<file path="config.mk">
export PLATFORM = sky130hd
export DESIGN_NAME = bitty_uart_loader
export DESIGN_NICKNAME = d
export VERILOG_FILES = /design/src/rtl/bitty_loader_pkg.sv /design/src/rtl/uart_rx_byte.sv /design/src/rtl/bitty_uart_loader.sv
export SDC_FILE = /design/constraint.sdc
export NUM_CORES = 1
export LEC_CHECK = 0
export CAP_MARGIN = 20
export CELL_PAD_IN_SITES_DETAIL_PLACEMENT = 1
export CELL_PAD_IN_SITES_GLOBAL_PLACEMENT = 2
export CORE_ASPECT_RATIO = 0.8
export CORE_MARGIN = 2
export CORE_UTILIZATION = 25
export CTS_CLUSTER_DIAMETER = 50
export DETAILED_ROUTE_END_ITERATION = 8
export PLACE_DENSITY = 0.54
export SLEW_MARGIN = 20
export SYNTH_ARGS = -nofsm -noshare
export SYNTH_HDL_FRONTEND = slang
export SYNTH_SLANG_ARGS = --single-unit
export TNS_END_PERCENT = 1
</file>
<file path="constraint.sdc">
create_clock -name clk -period 5.1 [get_ports clk]
set_input_delay 1.02 -clock clk [delete_from_list [all_inputs] [get_ports clk]]
set_output_delay 1.02 -clock clk [all_outputs]
set_load 0.02 [all_outputs]
</file>
<file path="src/rtl/bitty_loader_pkg.sv">
// Shared types and widths for the bitty UART instruction loader.
// UART_PARITY_EN adds the even-parity receiver state.
package bitty_loader_pkg;

  localparam int INSTR_W = 16;
  localparam int BYTE_W  = 8;

  typedef enum logic [2:0] {
    S_IDLE,
    S_START,
    S_DATA,
`ifdef UART_PARITY_EN
    S_PARITY,
`endif
    S_STOP
  } rx_state_t;

endpackage

</file>
<file path="src/rtl/uart_rx_byte.sv">
// UART byte receiver: synchronizer, start/glitch check, data, stop.
// UART_PARITY_EN inserts an even-parity bit before the stop bit.
module uart_rx_byte
  import bitty_loader_pkg::*;
#(
  parameter int CLKS_PER_BIT = 434
) (
  input  logic              clk,
  input  logic              rst,
  input  logic              rx,
  output logic [BYTE_W-1:0] byte_data,
  output logic              byte_valid,
  output logic              byte_err
);

  localparam int CW = $clog2(CLKS_PER_BIT);
  localparam logic [CW-1:0] HALF_M1 =
    CW'(CLKS_PER_BIT / 2 - 1);
  localparam logic [CW-1:0] FULL_M1 =
    CW'(CLKS_PER_BIT - 1);

  rx_state_t         r_state;
  rx_state_t         w_next;
  logic              r_sync1;
  logic              r_sync2;
  logic              r_rx_d;
  logic [CW-1:0]     r_cnt;
  logic [2:0]        r_bit;
  logic [BYTE_W-1:0] r_shift;
  logic              w_rx;
  logic              w_fall;
  logic              w_tick;
  logic              w_par_err;

  assign w_rx   = r_sync2;
  assign w_fall = r_rx_d & ~r_sync2;
  assign w_tick = (r_state == S_START) ?
                  (r_cnt == HALF_M1) :
                  (r_cnt == FULL_M1);

  assign byte_data = r_shift;

`ifdef UART_PARITY_EN
  logic r_par_err;
  assign w_par_err = r_par_err;

  always_ff @(posedge clk) begin
    if (rst) begin
      r_par_err <= 1'b0;
    end else if (r_state == S_START) begin
      r_par_err <= 1'b0;
    end else if (r_state == S_PARITY && w_tick) begin
      r_par_err <= (^r_shift) ^ w_rx;
    end
  end
`else
  assign w_par_err = 1'b0;
`endif

  always_ff @(posedge clk) begin
    if (rst) begin
      r_sync1 <= 1'b1;
      r_sync2 <= 1'b1;
      r_rx_d  <= 1'b1;
      r_cnt   <= '0;
      r_bit   <= '0;
      r_shift <= '0;
    end else begin
      r_sync1 <= rx;
      r_sync2 <= r_sync1;
      r_rx_d  <= r_sync2;
      if (r_state == S_IDLE || w_tick) begin
        r_cnt <= '0;
      end else begin
        r_cnt <= r_cnt + 1'b1;
      end
      if (r_state == S_START) begin
        r_bit <= '0;
      end
      if (r_state == S_DATA && w_tick) begin
        r_shift <= {w_rx, r_shift[BYTE_W-1:1]};
        r_bit   <= r_bit + 1'b1;
      end
    end
  end

  always_ff @(posedge clk) begin
    if (rst) begin
      r_state <= S_IDLE;
    end else begin
      r_state <= w_next;
    end
  end

  always_comb begin
    w_next = r_state;
    unique case (r_state)
      S_IDLE: begin
        if (w_fall) w_next = S_START;
      end
      S_START: begin
        if (w_tick) w_next = w_rx ? S_IDLE : S_DATA;
      end
      S_DATA: begin
        if (w_tick && r_bit == 3'd7) begin
`ifdef UART_PARITY_EN
          w_next = S_PARITY;
`else
          w_next = S_STOP;
`endif
        end
      end
`ifdef UART_PARITY_EN
      S_PARITY: begin
        if (w_tick) w_next = S_STOP;
      end
`endif
      S_STOP: begin
        if (w_tick) w_next = S_IDLE;
      end
      default: w_next = S_IDLE;
    endcase
  end

  always_comb begin
    byte_valid = 1'b0;
    byte_err   = 1'b0;
    if (r_state == S_STOP && w_tick) begin
      byte_valid = w_rx & ~w_par_err;
      byte_err   = ~w_rx | w_par_err;
    end
  end

endmodule

</file>
<file path="src/rtl/bitty_uart_loader.sv">
// Pairs received UART bytes into 16-bit words and queues them for the core.
// UART_PARITY_EN (in uart_rx_byte) enables even-parity checking.
module bitty_uart_loader
  import bitty_loader_pkg::*;
#(
  parameter int CLKS_PER_BIT = 434,
  parameter int FIFO_DEPTH   = 4
) (
  input  logic               clk,
  input  logic               rst,
  input  logic               rx,
  output logic [INSTR_W-1:0] instr,
  output logic               instr_valid,
  input  logic               instr_ready,
  output logic               frame_err,
  output logic               overflow,
  input  logic               clear_err
);

  localparam int AW = $clog2(FIFO_DEPTH);

  logic [BYTE_W-1:0]  w_byte;
  logic               w_byte_valid;
  logic               w_byte_err;
  logic [INSTR_W-1:0] r_mem [FIFO_DEPTH];
  logic [AW:0]        r_wptr;
  logic [AW:0]        r_rptr;
  logic               r_hi_phase;
  logic [BYTE_W-1:0]  r_hi_byte;
  logic               r_frame_err;
  logic               r_overflow;
  logic               w_empty;
  logic               w_full;
  logic               w_push;
  logic               w_pop;
  logic               w_wr;
  logic               w_drop;

  uart_rx_byte #(
    .CLKS_PER_BIT (CLKS_PER_BIT)
  ) u_rx (
    .clk        (clk),
    .rst        (rst),
    .rx         (rx),
    .byte_data  (w_byte),
    .byte_valid (w_byte_valid),
    .byte_err   (w_byte_err)
  );

  assign w_empty = (r_wptr == r_rptr);
  assign w_full  = (r_wptr[AW] != r_rptr[AW]) &&
                   (r_wptr[AW-1:0] == r_rptr[AW-1:0]);
  assign w_push  = w_byte_valid & ~r_hi_phase;
  assign w_pop   = ~w_empty & instr_ready;
  // A full FIFO still accepts a push when the head leaves this cycle.
  assign w_wr    = w_push & (~w_full | w_pop);
  assign w_drop  = w_push & w_full & ~w_pop;

  assign instr_valid = ~w_empty;
  assign instr       = w_empty ? '0 : r_mem[r_rptr[AW-1:0]];
  assign frame_err   = r_frame_err;
  assign overflow    = r_overflow;

  always_ff @(posedge clk) begin
    if (w_wr) begin
      r_mem[r_wptr[AW-1:0]] <= {r_hi_byte, w_byte};
    end
  end

  always_ff @(posedge clk) begin
    if (rst) begin
      r_wptr <= '0;
      r_rptr <= '0;
    end else begin
      if (w_wr)  r_wptr <= r_wptr + 1'b1;
      if (w_pop) r_rptr <= r_rptr + 1'b1;
    end
  end

  always_ff @(posedge clk) begin
    if (rst) begin
      r_hi_phase <= 1'b1;
      r_hi_byte  <= '0;
    end else if (w_byte_err) begin
      r_hi_phase <= 1'b1;
    end else if (w_byte_valid) begin
      r_hi_phase <= ~r_hi_phase;
      if (r_hi_phase) r_hi_byte <= w_byte;
    end
  end

  always_ff @(posedge clk) begin
    if (rst) begin
      r_frame_err <= 1'b0;
      r_overflow  <= 1'b0;
    end else begin
      if (w_byte_err)     r_frame_err <= 1'b1;
      else if (clear_err) r_frame_err <= 1'b0;
      if (w_drop)         r_overflow  <= 1'b1;
      else if (clear_err) r_overflow  <= 1'b0;
    end
  end

endmodule

</file>
* After elaboration in Yosys (flattened, before gate mapping)
Memories as Yosys holds them, arrays and structs flattened. A register that Yosys moved wholly into a read port is not among the register bits.
Index checks and enable logic that the tools add are counted.
** Operators by class
- $add $sub $neg :: 4
- Equal/unequal tests :: 13
- Mux-type cells :: 19
- Bitwise gates (word level) :: 13
- Reductions and logical operators :: 13
** Operators by type and width (count)
- 3-bit 2-to-1 mux :: 6
- 16-bit 2-to-1 mux :: 1
- 3-bit one-hot mux with 4 select lines :: 1
- 3-bit by 1-bit adder with 3-bit output, second input constant :: 3
- 9-bit by 1-bit adder with 9-bit output, second input constant :: 1
- 9-bit by 8-bit == test with 1-bit output, second input constant :: 1
- 9-bit == test, second input constant :: 1
- 1-bit 2-to-1 mux :: 8
- 1-bit AND :: 6
- 3-bit by 2-bit == test with 1-bit output, second input constant :: 2
- 2-bit 2-to-1 mux :: 3
- 2-bit by 1-bit inequality test with 1-bit output, second input constant :: 3
- 1-bit NOT :: 6
- 2-bit nonzero test :: 3
- 1-bit logical AND :: 4
- 4-bit AND reduction :: 1
- 2-bit OR reduction :: 2
- 3-bit by 1-bit == test with 1-bit output, second input constant :: 1
- 3-bit == test :: 1
- 3-bit == test, second input constant :: 1
- 3-bit logical NOT :: 1
- 3-bit AND reduction :: 1
- 2-bit == test :: 1
- 2-bit inequality test, second input constant :: 1
- other kinds (3) :: 3
** Word-level totals
- Register bits :: 43
- Bits in writable memories :: 64
- Output and inout port bits :: 19
- Word-level logic and storage cells :: 76
- Memories :: 1
** Memory list
- r_mem :: depth 4, bits a word 16, read ports 1, clocked after Yosys merged registers in 1, write ports 1, line bitty_uart_loader.sv:25 : logic [INSTR_W-1:0] r_mem [FIFO_DEPTH];

* Logic depth before layout (Yosys ltp)
- Depth after elaboration :: 8
- Mapped depth :: 8
- Mapped depth without buffers :: 6

* Modules after synthesis
A second synthesis with hierarchy kept.
** Unflattened totals
- Cells, all modules :: 312
- Area total of the unflattened synthesis :: 4446.8 sq um
** By module, submodules not included
- bitty_uart_loader :: instances 1, cells each 188, area an instance 3263.1 sq um, seq. area each 2302.2 sq um
- uart_rx_byte :: instances 1, cells each 124, area an instance 1183.6 sq um, seq. area each 500.5 sq um

* Least setup slack after synthesis
OpenSTA, ideal clock, no wires.
- Path kind :: register to output
- Start point :: register with a tool-made name
- End point :: output instr[10]
- Data arrival time :: 1.994 ns
- Path slack :: 2.086 ns
- Cell stages (with the launch flop) :: 5
- Cell sequence :: dfxtp_1 > clkbuf_1 > buf_1 > mux4_2 > and2_1
** RTL lines
- to (decl) :: line bitty_uart_loader.sv:12 : output logic [INSTR_W-1:0] instr,

==> results.txt <==
- Die Footprint: 18,600 sq um
* Nets: 337
* Headroom to the max-slew limit: 33.2%
- Fill count: 1,824
- In the routed layout, each cell is associated on average with a via count of 4.35.
* Post-layout instance area: 5160 sq um
- Final hold violations: 0
* Most used DFF post-synth: sky130_fd_sc_hd__edfxtp_1
- After clock tree synthesis, the setup repair step added 0 buffers.
- For this run, the number of Yosys warnings is 0.
* Setup TNS: 0 ns
* Average wire per standard cell: 16.0 um
- The H-tree generated during clock tree synthesis spans 3 levels.
- Sequence of cells on the critical path: buf_4 > mux4_2 > and2_1 > clkdlybuf4s50_1
- Root Driver: sky130_fd_sc_hd__clkbuf_16
* Ports: 24
- The detailed router finished its first iteration with 65 violations.
- Relative to the synthesized area, the layout overhead comes to 17.9%.
- The clock net in this run drives a total of 108 sinks.
- After synthesis, the cell types taking the most area are sky130_fd_sc_hd__edfxtp_1 (44%), sky130_fd_sc_hd__dfxtp_1 (20%), sky130_fd_sc_hd__mux4_2 (8.2%).
* Cells on Worst Hold Path: 1
* Count of buffer and inverter cells on the critical path: 2
* Hold-fix buffer count after cts: 0
* Height of the die: 122 um
- Setup violations remaining at the end of the flow were counted as 0.
* Worst Setup Path Type: reg -> out
* Placement Rows: 43
- Clock buffers created by TritonCTS: 9
* Slowest cell on the critical path: sky130_fd_sc_hd__mux4_2
* Pre-Repair DR Iteration Count: 4
* TritonCTS clock tree: yes
- Netlist cell types: 42
* Number of enable flip-flop cells after synthesis: 64
* Detail Placement HPWL: 5.65 mm
- In this run the cell area measured after placement is 4860 sq um.
- Crit path max-delay family: buffers and inverters
- Of all nets on the critical path, the largest fanout is 11.
- Most repeated cell in the gate-level netlist after synthesis: sky130_fd_sc_hd__edfxtp_1
* Startpoint type of the worst setup path: flop
- The run finished with clean final reports.
* Global-route wire length before repair: 14.6 mm
- Data arrival time of the worst path: 2.53 ns
- In the synthesized netlist the async set-or-reset flop fraction comes to 0%.
- Once the clock tree was built, the resizer swapped 0 gates to a different size.
* Area share of the leading cell type in the synthesized netlist: 43.9%
- Final period util: 69.6%
- Clock latency on the worst-skew pair, taken at its later pin, is 0.35 ns.
- Clock input transition at the sequential cells of the worst setup and hold paths: 0.07 ns
- Number of antenna-violating nets in the routed design: 0
- The floorplan step set the die width to 152 um.
- Across all register-to-register paths, the minimum setup slack is 1.98 ns.
- Final-report max-slew violation count: 0
- Final critical delay including setup and external delays: 3.55 ns
- At the end of routability-driven placement, the weighted congestion stood at 0.687.
* Hold Crit Class: reg -> reg
- Fraction of the yosys area taken by sequential cells: 64.0%
- Total Routing Usage GR: 10.4%
- Initial antenna violation count: 0
- Post-detailed-routing wire length: 8.89 mm
* Vias in the first global route: 2,514
- In this run the deepest clock path goes through 2 buffers.
- The worst register-to-register path has a depth of 6.
- Across the run, the number of max-cap violations was 0.
- The worst-case IR drop observed on VDD is 191 uV.
- The repair_antennas step left the layout with diodes totalling 0.
- The critical path crosses 4 cells after its start point.
- # port buffers: 23
- Largest area contributor in the netlist: sky130_fd_sc_hd__edfxtp_1
* Number of synthesized register bits: 108
- For the pin with the worst max-slew slack, the measured transition is 1.00 ns.
* Clock skew after layout: 0.00774 ns
- A synthesized cell averages 14.5 sq um.
- Maximum single-stage delay on the critical path: 0.58 ns
- Setup repair after global routing missed its margin: no
* Commonest cells in the synthesized netlist: sky130_fd_sc_hd__edfxtp_1 (64), sky130_fd_sc_hd__dfxtp_1 (44), sky130_fd_sc_hd__nor2_1 (34)
* Post-Syn Nets: 315
* F_max: 282 MHz
- The total overflow left after global routing is 0.
* Critical Path RT: 4.08 ns
- Total power density per cell area: 319 nW/um^2
- The routed layout has 2,409 vias.
* Static Leak: 1.65 nW
- The worst setup path is captured at an output pin.
- After floorplanning, the core was sized to cover 17,200 sq um.
- The post-route netlist has 14.3% of its cells at a drive strength greater than 1.
- Number of remaining DRC errors: 0
- Entering global routing, the biggest net connects 37 pins.
* Synth Instances: 302
* Initial core utilization: 25.4%
* Total standard cell area after synthesis: 4380 sq um
-- per-layer routing --
layer,share of wire (%),global-route usage [%]
met2,45,16.0
met5,0,0
met1,51,14.0
met3,2.5,2.68
met4,1.7,4.03
-- through the flow --
step                      power, mW  util [%]  cells  hold slack, ns  setup WS [ns]
after floorplan               0.947         -    302           0.389           2.09
after global placement        0.954      28.2    538           0.403           1.82
after detailed placement      0.955      28.2    538           0.406           1.75
after CTS                      1.68      30.0    554           0.428           1.47
after global routing           1.71      30.0    554           0.443           1.38
final                          1.65      30.0    554           0.423           1.55
-- where the power goes --
group	internal [mW]	switching [mW]
Clock	0.387	0.326
Sequential	0.915	0.00395
Combinational	0.00727	0.00848
Total	1.31	0.339
-- final timing paths --
path | start | end
setup / recovery | flop | instr[8]
hold / removal | u_rx.r_sync1 | u_rx.r_sync2
setup reg to reg | u_rx.r_state[0] | r_mem[0][0]
hold reg to reg | u_rx.r_sync1 | u_rx.r_sync2
-- registers in the layout, summed over array words and instances, names as in the netlist, named ones only --
signal,cells
frame_err,1
overflow,1
r_hi_byte,8
r_hi_phase,1
r_mem,64
r_rptr,3
r_wptr,3
u_rx.byte_data,8
u_rx.r_bit,3
u_rx.r_cnt,9
u_rx.r_rx_d,1
u_rx.r_state,2
u_rx.r_sync1,1
u_rx.r_sync2,1
-- layout make-up --
type	count	area (sq um)	area share, %
clock inverters	6	71.3	1.38
multi-input cells	173	1500	29.0
flip-flops and latches	108	2800	54.3
inverters	4	15.0	0.291
well taps	225	282	5.45
repair buffers	28	268	5.19
clock buffers	10	229	4.43
-- cell usage in the layout, fill, tap and decap left out, types with 2 or more instances in the layout --
| cell | n |
|---|---|
| sky130_fd_sc_hd__xor2_1 | 10 |
| sky130_fd_sc_hd__nand3b_1 | 4 |
| sky130_fd_sc_hd__xnor2_1 | 3 |
| sky130_fd_sc_hd__a21oi_1 | 7 |
| sky130_fd_sc_hd__clkbuf_16 | 9 |
| sky130_fd_sc_hd__edfxtp_1 | 64 |
| sky130_fd_sc_hd__and2_1 | 18 |
| sky130_fd_sc_hd__nand4b_1 | 2 |
| sky130_fd_sc_hd__ha_1 | 8 |
| sky130_fd_sc_hd__or3b_2 | 4 |
| sky130_fd_sc_hd__inv_1 | 4 |
| sky130_fd_sc_hd__nor3b_1 | 2 |
| sky130_fd_sc_hd__mux4_2 | 16 |
| sky130_fd_sc_hd__nand2_1 | 2 |
| sky130_fd_sc_hd__nand3_1 | 8 |
| sky130_fd_sc_hd__or2_2 | 3 |
| sky130_fd_sc_hd__o21ai_0 | 3 |
| sky130_fd_sc_hd__buf_4 | 5 |
| sky130_fd_sc_hd__a2111oi_4 | 3 |
| sky130_fd_sc_hd__nor2_1 | 34 |
| sky130_fd_sc_hd__nand4_1 | 3 |
| sky130_fd_sc_hd__dfxtp_1 | 44 |
| sky130_fd_sc_hd__clkdlybuf4s50_1 | 23 |
| sky130_fd_sc_hd__nand2b_1 | 5 |
| sky130_fd_sc_hd__a31oi_1 | 3 |
| sky130_fd_sc_hd__and3_1 | 4 |
| sky130_fd_sc_hd__clkinv_4 | 2 |
| sky130_fd_sc_hd__mux2i_1 | 18 |
-- cells by family after synthesis --
logic type | after synthesis | synth area share [%]
and+or+nand+nor | 96 | 12.2
xor gates and xnor gates | 13 | 2.60
buffers and inverters | 21 | 2.20
DFF | 108 | 64.0
muxes | 34 | 12.3
AOI/OAI and AO/OA | 22 | 4.32
adders and majority gates | 8 | 2.29
(Power assumes the default switching activity.)
